`src/rtl/i2c_pkg.sv`:
```
// i2c_pkg: state encoding, phase constants and byte width shared by the I2C byte master
package i2c_pkg;

    localparam int I2C_BYTE_W = 8;

    typedef enum logic [2:0] {
        S_IDLE,
        S_START,
        S_BIT,
        S_ACK,
        S_STOP,
        S_RESP
    } i2c_state_e;

    localparam logic [1:0] PH_0 = 2'd0;
    localparam logic [1:0] PH_1 = 2'd1;
    localparam logic [1:0] PH_2 = 2'd2;
    localparam logic [1:0] PH_3 = 2'd3;

endpackage

```
`src/rtl/i2c_byte_master.sv`:
```
// i2c_byte_master: tick-driven byte-level I2C master; define I2C_CLK_STRETCH_EN to honour slave clock stretching
module i2c_byte_master
    import i2c_pkg::*;
#(
    parameter int TICK_PER_BIT = 4
) (
    input  logic                  clk,
    input  logic                  rst,
    input  logic                  tick,
    input  logic                  cmd_valid,
    output logic                  cmd_ready,
    input  logic                  cmd_start,
    input  logic                  cmd_stop,
    input  logic                  cmd_read,
    input  logic [I2C_BYTE_W-1:0] cmd_wdata,
    input  logic                  cmd_mack,
    output logic                  rsp_valid,
    output logic [I2C_BYTE_W-1:0] rsp_rdata,
    output logic                  rsp_nack,
    output logic                  busy,
    output logic                  scl_oe,
    output logic                  sda_oe,
    input  logic                  scl_in,
    input  logic                  sda_in
);

    if (TICK_PER_BIT != 4) begin : g_bad_tick
        $error("i2c_byte_master: TICK_PER_BIT must be 4");
    end

    i2c_state_e            r_state;
    logic [1:0]            r_ph;
    logic [2:0]            r_bit;
    logic [I2C_BYTE_W-1:0] r_wdata;
    logic [I2C_BYTE_W-1:0] r_shift;
    logic                  r_read;
    logic                  r_stop;
    logic                  r_mack;
    logic                  r_nack;
    logic                  r_bus_owned;
    logic                  r_scl_oe;
    logic                  r_sda_oe;
    logic                  r_cmd_ready;
    logic                  r_busy;
    logic                  r_rsp_valid;
    logic [I2C_BYTE_W-1:0] r_rsp_rdata;
    logic                  r_rsp_nack;
    logic                  w_adv;

`ifdef I2C_CLK_STRETCH_EN
    // a slave holding SCL low while we have released it (ph2 of a data/ack bit) freezes the phase
    assign w_adv = tick && !((r_state == S_BIT || r_state == S_ACK) && r_ph == PH_2 && !scl_in);
`else
    logic w_unused;
    assign w_adv    = tick;
    assign w_unused = scl_in;
`endif

    assign cmd_ready = r_cmd_ready;
    assign rsp_valid = r_rsp_valid;
    assign rsp_rdata = r_rsp_rdata;
    assign rsp_nack  = r_rsp_nack;
    assign busy      = r_busy;
    assign scl_oe    = r_scl_oe;
    assign sda_oe    = r_sda_oe;

    // protocol FSM: each tick closes the current phase and registers the line drive of the next one
    always_ff @(posedge clk) begin
        if (rst) begin
            r_state     <= S_IDLE;
            r_ph        <= PH_0;
            r_bit       <= '0;
            r_wdata     <= '0;
            r_shift     <= '0;
            r_read      <= 1'b0;
            r_stop      <= 1'b0;
            r_mack      <= 1'b0;
            r_nack      <= 1'b0;
            r_bus_owned <= 1'b0;
            r_scl_oe    <= 1'b0;
            r_sda_oe    <= 1'b0;
            r_cmd_ready <= 1'b1;
            r_busy      <= 1'b0;
            r_rsp_valid <= 1'b0;
            r_rsp_rdata <= '0;
            r_rsp_nack  <= 1'b0;
        end else begin
            case (r_state)
                S_IDLE: begin
                    r_scl_oe <= r_bus_owned;
                    r_sda_oe <= 1'b0;
                    if (cmd_valid && r_cmd_ready) begin
                        r_wdata     <= cmd_wdata;
                        r_read      <= cmd_read;
                        r_stop      <= cmd_stop;
                        r_mack      <= cmd_mack;
                        r_ph        <= PH_0;
                        r_bit       <= '0;
                        r_cmd_ready <= 1'b0;
                        r_busy      <= 1'b1;
                        if (cmd_start || !r_bus_owned) begin
                            r_state <= S_START;
                        end else begin
                            r_state  <= S_BIT;
                            r_scl_oe <= 1'b1;
                            r_sda_oe <= !cmd_read && !cmd_wdata[I2C_BYTE_W-1];
                        end
                    end
                end
                S_START: if (w_adv) begin
                    r_ph <= r_ph + 2'd1;
                    if (r_ph == PH_0) begin
                        r_scl_oe <= 1'b0;
                    end else if (r_ph == PH_1) begin
                        r_sda_oe <= 1'b1;
                    end else if (r_ph == PH_2) begin
                        r_scl_oe    <= 1'b1;
                        r_bus_owned <= 1'b1;
                    end else begin
                        r_state  <= S_BIT;
                        r_sda_oe <= !r_read && !r_wdata[I2C_BYTE_W-1];
                    end
                end
                S_BIT: if (w_adv) begin
                    r_ph <= r_ph + 2'd1;
                    if (r_ph == PH_1) r_scl_oe <= 1'b0;
                    if (r_ph == PH_2 && r_read) r_shift <= {r_shift[I2C_BYTE_W-2:0], sda_in};
                    if (r_ph == PH_3) begin
                        r_scl_oe <= 1'b1;
                        r_bit    <= r_bit + 3'd1;
                        r_wdata  <= r_wdata << 1;
                        r_state  <= (r_bit == 3'd7) ? S_ACK : S_BIT;
                        r_sda_oe <= (r_bit == 3'd7) ? (r_read && r_mack) : (!r_read && !r_wdata[I2C_BYTE_W-2]);
                    end
                end
                S_ACK: if (w_adv) begin
                    r_ph <= r_ph + 2'd1;
                    if (r_ph == PH_1) r_scl_oe <= 1'b0;
                    if (r_ph == PH_2) r_nack <= r_read ? !r_mack : sda_in;
                    if (r_ph == PH_3) begin
                        r_scl_oe <= 1'b1;
                        r_sda_oe <= r_stop;
                        r_state  <= r_stop ? S_STOP : S_RESP;
                        if (!r_stop) begin
                            r_rsp_valid <= 1'b1;
                            r_rsp_nack  <= r_nack;
                            if (r_read) r_rsp_rdata <= r_shift;
                        end
                    end
                end
                S_STOP: if (w_adv) begin
                    r_ph <= r_ph + 2'd1;
                    if (r_ph == PH_0) r_scl_oe <= 1'b0;
                    if (r_ph == PH_2) r_sda_oe <= 1'b0;
                    if (r_ph == PH_3) begin
                        r_state     <= S_RESP;
                        r_bus_owned <= 1'b0;
                        r_rsp_valid <= 1'b1;
                        r_rsp_nack  <= r_nack;
                        if (r_read) r_rsp_rdata <= r_shift;
                    end
                end
                S_RESP: begin
                    r_rsp_valid <= 1'b0;
                    r_cmd_ready <= 1'b1;
                    r_busy      <= r_bus_owned;
                    r_state     <= S_IDLE;
                end
                default: r_state <= S_IDLE;
            endcase
        end
    end

endmodule

```
`config.mk`:
```
export PLATFORM = sky130hd
export DESIGN_NAME = i2c_byte_master
export DESIGN_NICKNAME = d
export VERILOG_FILES = /design/src/rtl/i2c_pkg.sv /design/src/rtl/i2c_byte_master.sv
export SDC_FILE = /design/constraint.sdc
export NUM_CORES = 1
export LEC_CHECK = 0
export ABC_AREA = 1
export BUFFER_PORTS_ARGS = -buffer_cell sky130_fd_sc_hd__buf_2
export CAP_MARGIN = 20
export CORE_AREA = 2 2 96 98
export CTS_CLUSTER_SIZE = 12
export DETAILED_ROUTE_END_ITERATION = 12
export DIE_AREA = 0 0 98 100
export GPL_TIMING_DRIVEN = 0
export PLACE_DENSITY = 0.45
export REMOVE_ABC_BUFFERS = 1
export SKIP_CTS_REPAIR_TIMING = 1
export SLEW_MARGIN = 20
export SYNTH_ARGS = -nofsm -noshare
export SYNTH_HDL_FRONTEND = slang
export SYNTH_SLANG_ARGS = --single-unit
```
`constraint.sdc`:
```
create_clock -name clk -period 4.2 [get_ports clk]
set_input_delay 0.84 -clock clk [delete_from_list [all_inputs] [get_ports clk]]
set_output_delay 0.84 -clock clk [all_outputs]
set_load 0.005 [all_outputs]
```
==> impl_metrics.xml, run 1 <==
<?xml version="1.0" encoding="UTF-8"?>
<metrics>
  <group name="sta">
    <metric name="achievable-frequency" unit="GHz">0.495</metric>
    <metric name="timing.max_slew.rel_slack" unit="">0.512</metric>
    <metric name="timing_hold_violations_final" unit="">0</metric>
    <metric name="finClkSkew" unit="ns">0.00660</metric>
    <metric name="setup-violations-final" unit="">0</metric>
    <metric name="final.min_clock_period" unit="ns">2.02</metric>
    <metric name="slew_violations" unit="">0</metric>
    <metric name="worst_slew_pin_slew" unit="ns">0.731</metric>
    <metric name="finalCritPeriodShare" unit="">0.481</metric>
    <metric name="grt_setup_unrepaired" unit="">false</metric>
    <metric name="summed_negative_setup_slack_over_all_endpoints" unit="ns">0</metric>
  </group>
  <group name="global_route">
    <metric name="first_global_vias" unit="">2001</metric>
    <metric name="first_pass_grt_wire_length" unit="mm">10.0</metric>
    <metric name="maximum_number_of_pins_on_one_net_before_global_route_repair" unit="">25</metric>
    <metric name="grt_remaining_overflow" unit="">0</metric>
    <metric name="grt_antenna_before_repair" unit="">0</metric>
    <metric name="total_routing_usage_gr" unit="">0.126</metric>
  </group>
  <group name="final_layout">
    <metric name="leading_cell_types_in_the_layout_fill_and_taps_excluded" unit="">sky130_fd_sc_hd__nand2_1 (83), sky130_fd_sc_hd__nor2_1 (60), sky130_fd_sc_hd__dfxtp_1 (43)</metric>
    <metric name="num_antenna_cells" unit="">0</metric>
    <metric name="layout.cells.non_filler" unit="">462</metric>
    <metric name="synthToLayoutAreaGrowth" unit="%">14.9</metric>
    <metric name="ff_latch_area" unit="µm²">861</metric>
    <metric name="multi_input_comb_area" unit="µm²">1140</metric>
    <metric name="layout.cells.most_common" unit="">sky130_fd_sc_hd__nand2_1</metric>
    <metric name="drive_above_1_share" unit="">0.160</metric>
    <metric name="layout.core_utilization" unit="">0.278</metric>
    <metric name="finalNetCount" unit="">374</metric>
    <metric name="fillCellCount" unit="">1009</metric>
  </group>
  <group name="floorplan">
    <metric name="rows" unit="">35</metric>
    <metric name="die_outline_area" unit="µm²">9800</metric>
    <metric name="die_y" unit="µm">100</metric>
    <metric name="die_w" unit="µm">98</metric>
    <metric name="core_area" unit="µm²">8890</metric>
    <metric name="io_pins" unit="">32</metric>
    <metric name="floorplan.initialDensity" unit="">0.242</metric>
  </group>
  <group name="clock_network">
    <metric name="clockRootBuffer" unit="">sky130_fd_sc_hd__clkbuf_8</metric>
    <metric name="clock_tree_from_tritoncts" unit="">done</metric>
    <metric name="numCtsBuffers" unit="">5</metric>
    <metric name="clock_insertion_delay_worst_skew" unit="ns">0.30</metric>
    <metric name="cts.reportedPaths.clkPinSlew" unit="ns">0.09</metric>
    <metric name="clock_tree.buffer_depth" unit="">2</metric>
    <metric name="cts.htree.levels" unit="">2</metric>
    <metric name="cts.sink_count" unit="">43</metric>
  </group>
  <group name="worst_setup_path">
    <metric name="worstPathMaxFanout" unit="">12</metric>
    <metric name="setup.worst_path.class" unit="">reg2reg</metric>
    <metric name="ff2ff_setup_slack" unit="ns">2.18</metric>
    <metric name="cp_data_arrival_time" unit="ns">2.19</metric>
    <metric name="cp-end-kind" unit="">register</metric>
    <metric name="critical_path_required" unit="ns">4.38</metric>
    <metric name="start_kind" unit="">register</metric>
  </group>
  <group name="synthesis">
    <metric name="share_of_synthesized_area_occupied_by_flip_flops_and_latches" unit="">0.400</metric>
    <metric name="synth_area_per_cell" unit="µm²">6.65</metric>
    <metric name="yosysWarnings" unit="">0</metric>
    <metric name="post_synth_cell_types" unit="">24</metric>
    <metric name="netlist_area" unit="µm²">2150</metric>
    <metric name="post_synth_inst_count" unit="">324</metric>
    <metric name="ys_ff_latch" unit="">43</metric>
  </group>
  <group name="route">
    <metric name="detail_route.iter0.violations" unit="">90</metric>
    <metric name="via_count" unit="">2071</metric>
    <metric name="ant_nets" unit="">0</metric>
    <metric name="routedWlPerCell" unit="µm">12.5</metric>
    <metric name="finalWirelength" unit="mm">5.78</metric>
    <metric name="post-route-drc-count" unit="">0</metric>
    <metric name="firstDrtPassIters" unit="">4</metric>
    <metric name="vias_per_cell" unit="">4.48</metric>
  </group>
  <group name="place">
    <metric name="dp_hpwl" unit="mm">4.18</metric>
    <metric name="placedCellCount" unit="">454</metric>
    <metric name="place.port_buffers" unit="">30</metric>
    <metric name="place.gp.congestion" unit="">0.855</metric>
  </group>
  <group name="worst_hold_path">
    <metric name="timing.hold.worst.class" unit="">reg2reg</metric>
  </group>
  <group name="power_and_ir_drop">
    <metric name="p_leak" unit="nW">1.11</metric>
    <metric name="p_per_area" unit="nW/µm²">567</metric>
    <metric name="ir_drop" unit="mV">0.183</metric>
  </group>
  <group name="outcome">
    <metric name="run_status" unit="">complete, no violations</metric>
  </group>
  <group name="run">
    <metric name="timing.max_cap.violations" unit="">0</metric>
  </group>
</metrics>
-- per-layer routing --
layer	vias up	global-route usage	share of wire
li1	1103	-	-
met1	927	0.168	0.48
met2	35	0.202	0.46
met3	6	0.0237	0.037
met4	0	0.0491	0.018
met5	-	0	0
-- worst paths after layout --
path	from	to	cells after the start
min	rsp_rdata[6]	rsp_rdata[6]	2
min reg2reg	rsp_rdata[6]	rsp_rdata[6]	2
max	r_state[1]	rsp_rdata[7]	7
max reg2reg	r_state[1]	rsp_rdata[7]	7
-- layout make-up --
cell class / instances / area share
well taps: 111 / 0.0561
multi-input cells: 246 / 0.462
inverters: 24 / 0.0364
clock inverters: 3 / 0.00961
flip-flops and latches: 43 / 0.348
clock buffers: 5 / 0.0278
repair buffers: 30 / 0.0607
-- critical path, cell delays in order, from the launching register on --
cell and delay (ns):
sky130_fd_sc_hd__dfxtp_1 0.49, sky130_fd_sc_hd__inv_2 0.11, sky130_fd_sc_hd__nor2_4 0.13, sky130_fd_sc_hd__nand2_1 0.12, sky130_fd_sc_hd__o21ai_2 0.44, sky130_fd_sc_hd__nand3_1 0.38
sky130_fd_sc_hd__nand2_1 0.15, sky130_fd_sc_hd__a21oi_1 0.07
-- cell families after synthesis --
| logic type | count (synthesis) | synth area share |
|---|---|---|
| AO/OA/AOI/OAI | 55 | 0.132 |
| flip-flops | 43 | 0.400 |
| AND/OR/NAND/NOR | 185 | 0.363 |
| adder cells (fa/ha/maj) | 6 | 0.0348 |
| buffers and inverters | 35 | 0.0703 |
-- per-stage QoR --
step                      power [mW]  instance area (µm²)  worst slack [ns]  hold slack, ns
after floorplan                0.965                 2090              2.48           0.435
after global placement          1.13                 2380              1.94           0.450
after detailed placement        1.13                 2380              1.96           0.451
after CTS                       1.42                 2470              2.17           0.466
after global routing            1.54                 2470              1.92           0.484
final                           1.40                 2470              2.18           0.462
-- Yosys cell counts --
cell type	instances	area [µm²]
sky130_fd_sc_hd__a31oi_1	1	6.26
sky130_fd_sc_hd__a21oi_1	24	120
sky130_fd_sc_hd__inv_1	16	60.1
sky130_fd_sc_hd__nor3_1	1	5.00
sky130_fd_sc_hd__nand3b_1	1	7.51
sky130_fd_sc_hd__nand4_1	10	62.6
sky130_fd_sc_hd__buf_4	5	37.5
sky130_fd_sc_hd__nor2_2	6	37.5
sky130_fd_sc_hd__buf_2	1	5.00
sky130_fd_sc_hd__dfxtp_1	43	861
sky130_fd_sc_hd__o21ai_0	26	130
sky130_fd_sc_hd__nand3_1	21	105
sky130_fd_sc_hd__nor2_1	60	225
sky130_fd_sc_hd__o21ai_2	1	8.76
sky130_fd_sc_hd__a211oi_1	1	7.51
sky130_fd_sc_hd__nand3_2	1	10.0
sky130_fd_sc_hd__nand2_1	83	312
sky130_fd_sc_hd__inv_2	8	30.0
sky130_fd_sc_hd__a22oi_1	1	7.51
sky130_fd_sc_hd__clkbuf_1	5	18.8
sky130_fd_sc_hd__nor2_4	1	11.3
sky130_fd_sc_hd__ha_1	6	75.1
sky130_fd_sc_hd__nand2_2	1	6.26
sky130_fd_sc_hd__o21ai_1	1	5.00
-- state kept, by name, summed over array words and instances, names as in the netlist --
register,count
r_wdata,8
rsp_rdata,8
r_ph,2
r_bus_owned,1
r_nack,1
r_state,3
r_bit,3
busy,1
r_stop,1
r_shift,8
r_read,1
scl_oe,1
sda_oe,1
r_mack,1
rsp_valid,1
rsp_nack,1
cmd_ready,1
-- report_power, final --
part           total, mW  switching (mW)  internal, mW
sequential         0.551          0.0671         0.484
combinational      0.565           0.387         0.179
clock              0.286           0.166         0.119
total               1.40           0.620         0.782
Note: power is estimated with default switching activity, not from simulation.
==> run 2: changes to the inputs <==
Settings changed: ABC_AREA 1 to 0, CORE_AREA 2 2 96 98 to 2 2 99 101, DIE_AREA 0 0 98 100 to 0 0 101 103, PLACE_DENSITY 0.45 to 0.44.
Clock period 4.2 ns to 2.05 ns, I/O delays scaled along.
==> run 2 against run 1 <==
Compared with the run above:
- synthesized area grew 5.1%
- total power grew 110%
- flip-flop and latch count is the same
- clock power grew 90%
- critical path type unchanged
- combinational power grew 110%
- design area grew 5.1%
- critical path depth shrank 3
- utilization shrank 0.35 points
==> impl_metrics.xml, run 2 <==
<?xml version="1.0" encoding="UTF-8"?>
<metrics>
  <group name="sta">
    <metric name="worst_slew_pin_slew" unit="ns">0.888</metric>
    <metric name="finalCritPeriodShare" unit="">0.932</metric>
    <metric name="setup-violations-final" unit="">0</metric>
    <metric name="achievable-frequency" unit="GHz">0.523</metric>
    <metric name="finClkSkew" unit="ns">0.00221</metric>
    <metric name="timing_hold_violations_final" unit="">0</metric>
    <metric name="grt_setup_unrepaired" unit="">false</metric>
    <metric name="final.min_clock_period" unit="ns">1.91</metric>
    <metric name="summed_negative_setup_slack_over_all_endpoints" unit="ns">0</metric>
    <metric name="timing.max_slew.rel_slack" unit="">0.408</metric>
    <metric name="slew_violations" unit="">0</metric>
  </group>
  <group name="floorplan">
    <metric name="floorplan.initialDensity" unit="">0.239</metric>
    <metric name="rows" unit="">36</metric>
    <metric name="core_area" unit="µm²">9460</metric>
    <metric name="die_y" unit="µm">103</metric>
    <metric name="io_pins" unit="">32</metric>
    <metric name="die_w" unit="µm">101</metric>
    <metric name="die_outline_area" unit="µm²">10400</metric>
  </group>
  <group name="route">
    <metric name="routedWlPerCell" unit="µm">14.1</metric>
    <metric name="vias_per_cell" unit="">4.78</metric>
    <metric name="ant_nets" unit="">0</metric>
    <metric name="firstDrtPassIters" unit="">4</metric>
    <metric name="detail_route.iter0.violations" unit="">166</metric>
    <metric name="post-route-drc-count" unit="">0</metric>
    <metric name="via_count" unit="">1847</metric>
    <metric name="finalWirelength" unit="mm">5.43</metric>
  </group>
  <group name="synthesis">
    <metric name="synth_most_common_cell" unit="">sky130_fd_sc_hd__nor2_1</metric>
    <metric name="synth-edff-count" unit="">0</metric>
    <metric name="synth_area_leader_cell" unit="">sky130_fd_sc_hd__dfxtp_1</metric>
    <metric name="share_of_synthesized_area_occupied_by_flip_flops_and_latches" unit="">0.380</metric>
    <metric name="synth.area.top_cells" unit="">sky130_fd_sc_hd__dfxtp_1 (38%), sky130_fd_sc_hd__mux2i_1 (13%), sky130_fd_sc_hd__nor2_1 (7.3%)</metric>
    <metric name="ys_ff_latch" unit="">43</metric>
    <metric name="yosysWarnings" unit="">0</metric>
    <metric name="post_synth_cell_types" unit="">54</metric>
    <metric name="dominantRegCellSynth" unit="">sky130_fd_sc_hd__dfxtp_1</metric>
    <metric name="yosys.area.top_type_share" unit="">0.380</metric>
    <metric name="netlist_area" unit="µm²">2260</metric>
    <metric name="synth_async_sr_flop_share" unit="">0</metric>
    <metric name="post_synth_inst_count" unit="">248</metric>
    <metric name="synth_common_cells" unit="">sky130_fd_sc_hd__nor2_1 (44), sky130_fd_sc_hd__dfxtp_1 (43), sky130_fd_sc_hd__mux2i_1 (30)</metric>
    <metric name="synth_area_per_cell" unit="µm²">9.13</metric>
  </group>
  <group name="worst_setup_path">
    <metric name="crit_buf_inv" unit="">0</metric>
    <metric name="cp_top_family" unit="">simple AND/OR/NAND/NOR gates</metric>
    <metric name="critical_path.cell_chain" unit="">or3b_1 &gt; a21oi_4 &gt; mux2i_1 &gt; nor2_1</metric>
    <metric name="worstPathMaxFanout" unit="">24</metric>
    <metric name="worst_path_largest_cell_delay" unit="ns">0.54</metric>
    <metric name="cp_slowest_cell" unit="">sky130_fd_sc_hd__dfxtp_4</metric>
    <metric name="critical_path_required" unit="ns">2.19</metric>
    <metric name="cp_data_arrival_time" unit="ns">2.06</metric>
    <metric name="start_kind" unit="">register</metric>
    <metric name="cp-end-kind" unit="">register</metric>
    <metric name="setup.worst_path.class" unit="">reg2reg</metric>
  </group>
  <group name="clock_network">
    <metric name="clock_tree_from_tritoncts" unit="">done</metric>
    <metric name="numCtsBuffers" unit="">5</metric>
    <metric name="clockRootBuffer" unit="">sky130_fd_sc_hd__clkbuf_8</metric>
    <metric name="cts.htree.levels" unit="">2</metric>
    <metric name="cts.sink_count" unit="">43</metric>
    <metric name="clock_insertion_delay_worst_skew" unit="ns">0.29</metric>
    <metric name="cts.reportedPaths.clkPinSlew" unit="ns">0.09</metric>
    <metric name="clock_tree.buffer_depth" unit="">2</metric>
  </group>
  <group name="place">
    <metric name="placedInstanceArea" unit="µm²">2470</metric>
    <metric name="place.gp.congestion" unit="">0.846</metric>
    <metric name="place.port_buffers" unit="">30</metric>
    <metric name="dp_hpwl" unit="mm">3.74</metric>
  </group>
  <group name="run">
    <metric name="timing.max_cap.violations" unit="">0</metric>
  </group>
  <group name="final_layout">
    <metric name="multi_input_comb_area" unit="µm²">1280</metric>
    <metric name="layout.cells.most_common" unit="">sky130_fd_sc_hd__nor2_1</metric>
    <metric name="drive_above_1_share" unit="">0.202</metric>
    <metric name="fillCellCount" unit="">1043</metric>
    <metric name="synthToLayoutAreaGrowth" unit="%">14.9</metric>
    <metric name="stdcell_area" unit="µm²">2600</metric>
    <metric name="ff_latch_area" unit="µm²">870</metric>
    <metric name="layout.core_utilization" unit="">0.275</metric>
    <metric name="leading_cell_types_in_the_layout_fill_and_taps_excluded" unit="">sky130_fd_sc_hd__nor2_1 (44), sky130_fd_sc_hd__dfxtp_1 (40), sky130_fd_sc_hd__mux2i_1 (30), sky130_fd_sc_hd__buf_2 (30)</metric>
    <metric name="num_antenna_cells" unit="">0</metric>
    <metric name="finalNetCount" unit="">295</metric>
  </group>
  <group name="global_route">
    <metric name="first_pass_grt_wire_length" unit="mm">8.74</metric>
    <metric name="maximum_number_of_pins_on_one_net_before_global_route_repair" unit="">46</metric>
    <metric name="grt_remaining_overflow" unit="">0</metric>
    <metric name="first_global_vias" unit="">1746</metric>
    <metric name="grt_antenna_before_repair" unit="">0</metric>
    <metric name="total_routing_usage_gr" unit="">0.106</metric>
  </group>
  <group name="power_and_ir_drop">
    <metric name="p_leak" unit="nW">0.947</metric>
    <metric name="design_power_total" unit="mW">2.91</metric>
    <metric name="ir_drop" unit="mV">0.415</metric>
    <metric name="p_per_area" unit="nW/µm²">1120</metric>
  </group>
  <group name="worst_hold_path">
    <metric name="timing.hold.worst.class" unit="">in2reg</metric>
  </group>
  <group name="outcome">
    <metric name="run_status" unit="">complete, no violations</metric>
  </group>
</metrics>
[run 2: cell types whose count changed after synthesis, moves of 16 or more]
| cell | before | now |
|---|---|---|
| sky130_fd_sc_hd__mux2i_1 | 0 | 30 |
| sky130_fd_sc_hd__a21oi_1 | 24 | 8 |
| sky130_fd_sc_hd__nand2_1 | 83 | 7 |
| sky130_fd_sc_hd__nand3_1 | 21 | 3 |
| sky130_fd_sc_hd__nor2_1 | 60 | 44 |
| sky130_fd_sc_hd__o21ai_0 | 26 | 6 |
[run 2: layer usage]
| layer | up-vias | share of wire | track usage |
|---|---|---|---|
| met1 | 865 | 0.49 | 0.141 |
| met4 | 0 | 0.011 | 0.0395 |
| met2 | 48 | 0.45 | 0.169 |
| li1 | 930 | - | - |
| met3 | 4 | 0.046 | 0.0237 |
| met5 | - | 0 | 0 |
[run 2: cell type report]
class / instances / share of cell area
multi-input combinational: 177 / 0.491
sequential: 43 / 0.334
timing repair buffer: 33 / 0.0712
tap: 114 / 0.0549
clock buffer: 6 / 0.0279
inverter: 11 / 0.0159
clock inverter: 2 / 0.00481
[run 2: metrics by stage]
stage                     setup slack [ns]  hold WS [ns]  instances
final                                0.139         0.351        386
after global routing                0.0206         0.369        386
after CTS                           -0.442         0.344        384
after detailed placement            -0.458         0.475        376
after global placement               -1.44         0.460        375
after floorplan                     -0.661         0.440        231
[run 2: tightest hold or removal path: stages]
cell                      delay [ns]
sky130_fd_sc_hd__buf_2          0.08
sky130_fd_sc_hd__mux2i_1        0.05
sky130_fd_sc_hd__nor2_1         0.07
[run 2: path summary, 6_finish.rpt]
kind                            cells past startpoint        from            to  slack, ns
worst max-delay path                                4  r_state[2]  rsp_rdata[4]       0.14
worst min-delay path                                3    cmd_stop        r_stop       0.35
worst max register to register                      4  r_state[2]  rsp_rdata[4]       0.14
worst min register to register                      2  r_wdata[0]    r_wdata[0]       0.49
[run 2: power by group]
group | total, mW | leakage [nW] | switching (mW) | internal, mW
registers | 1.19 | 0.352 | 0.203 | 0.987
clock network | 0.544 | 0.0412 | 0.305 | 0.239
logic | 1.18 | 0.554 | 0.623 | 0.557
total | 2.91 | 0.947 | 1.13 | 1.78
[run 2: cell families after synthesis]
logic type	synth area share
mux	0.138
buf+inv	0.0614
flops	0.380
fa+ha+maj	0.0420
compound gates	0.189
simple gates	0.190
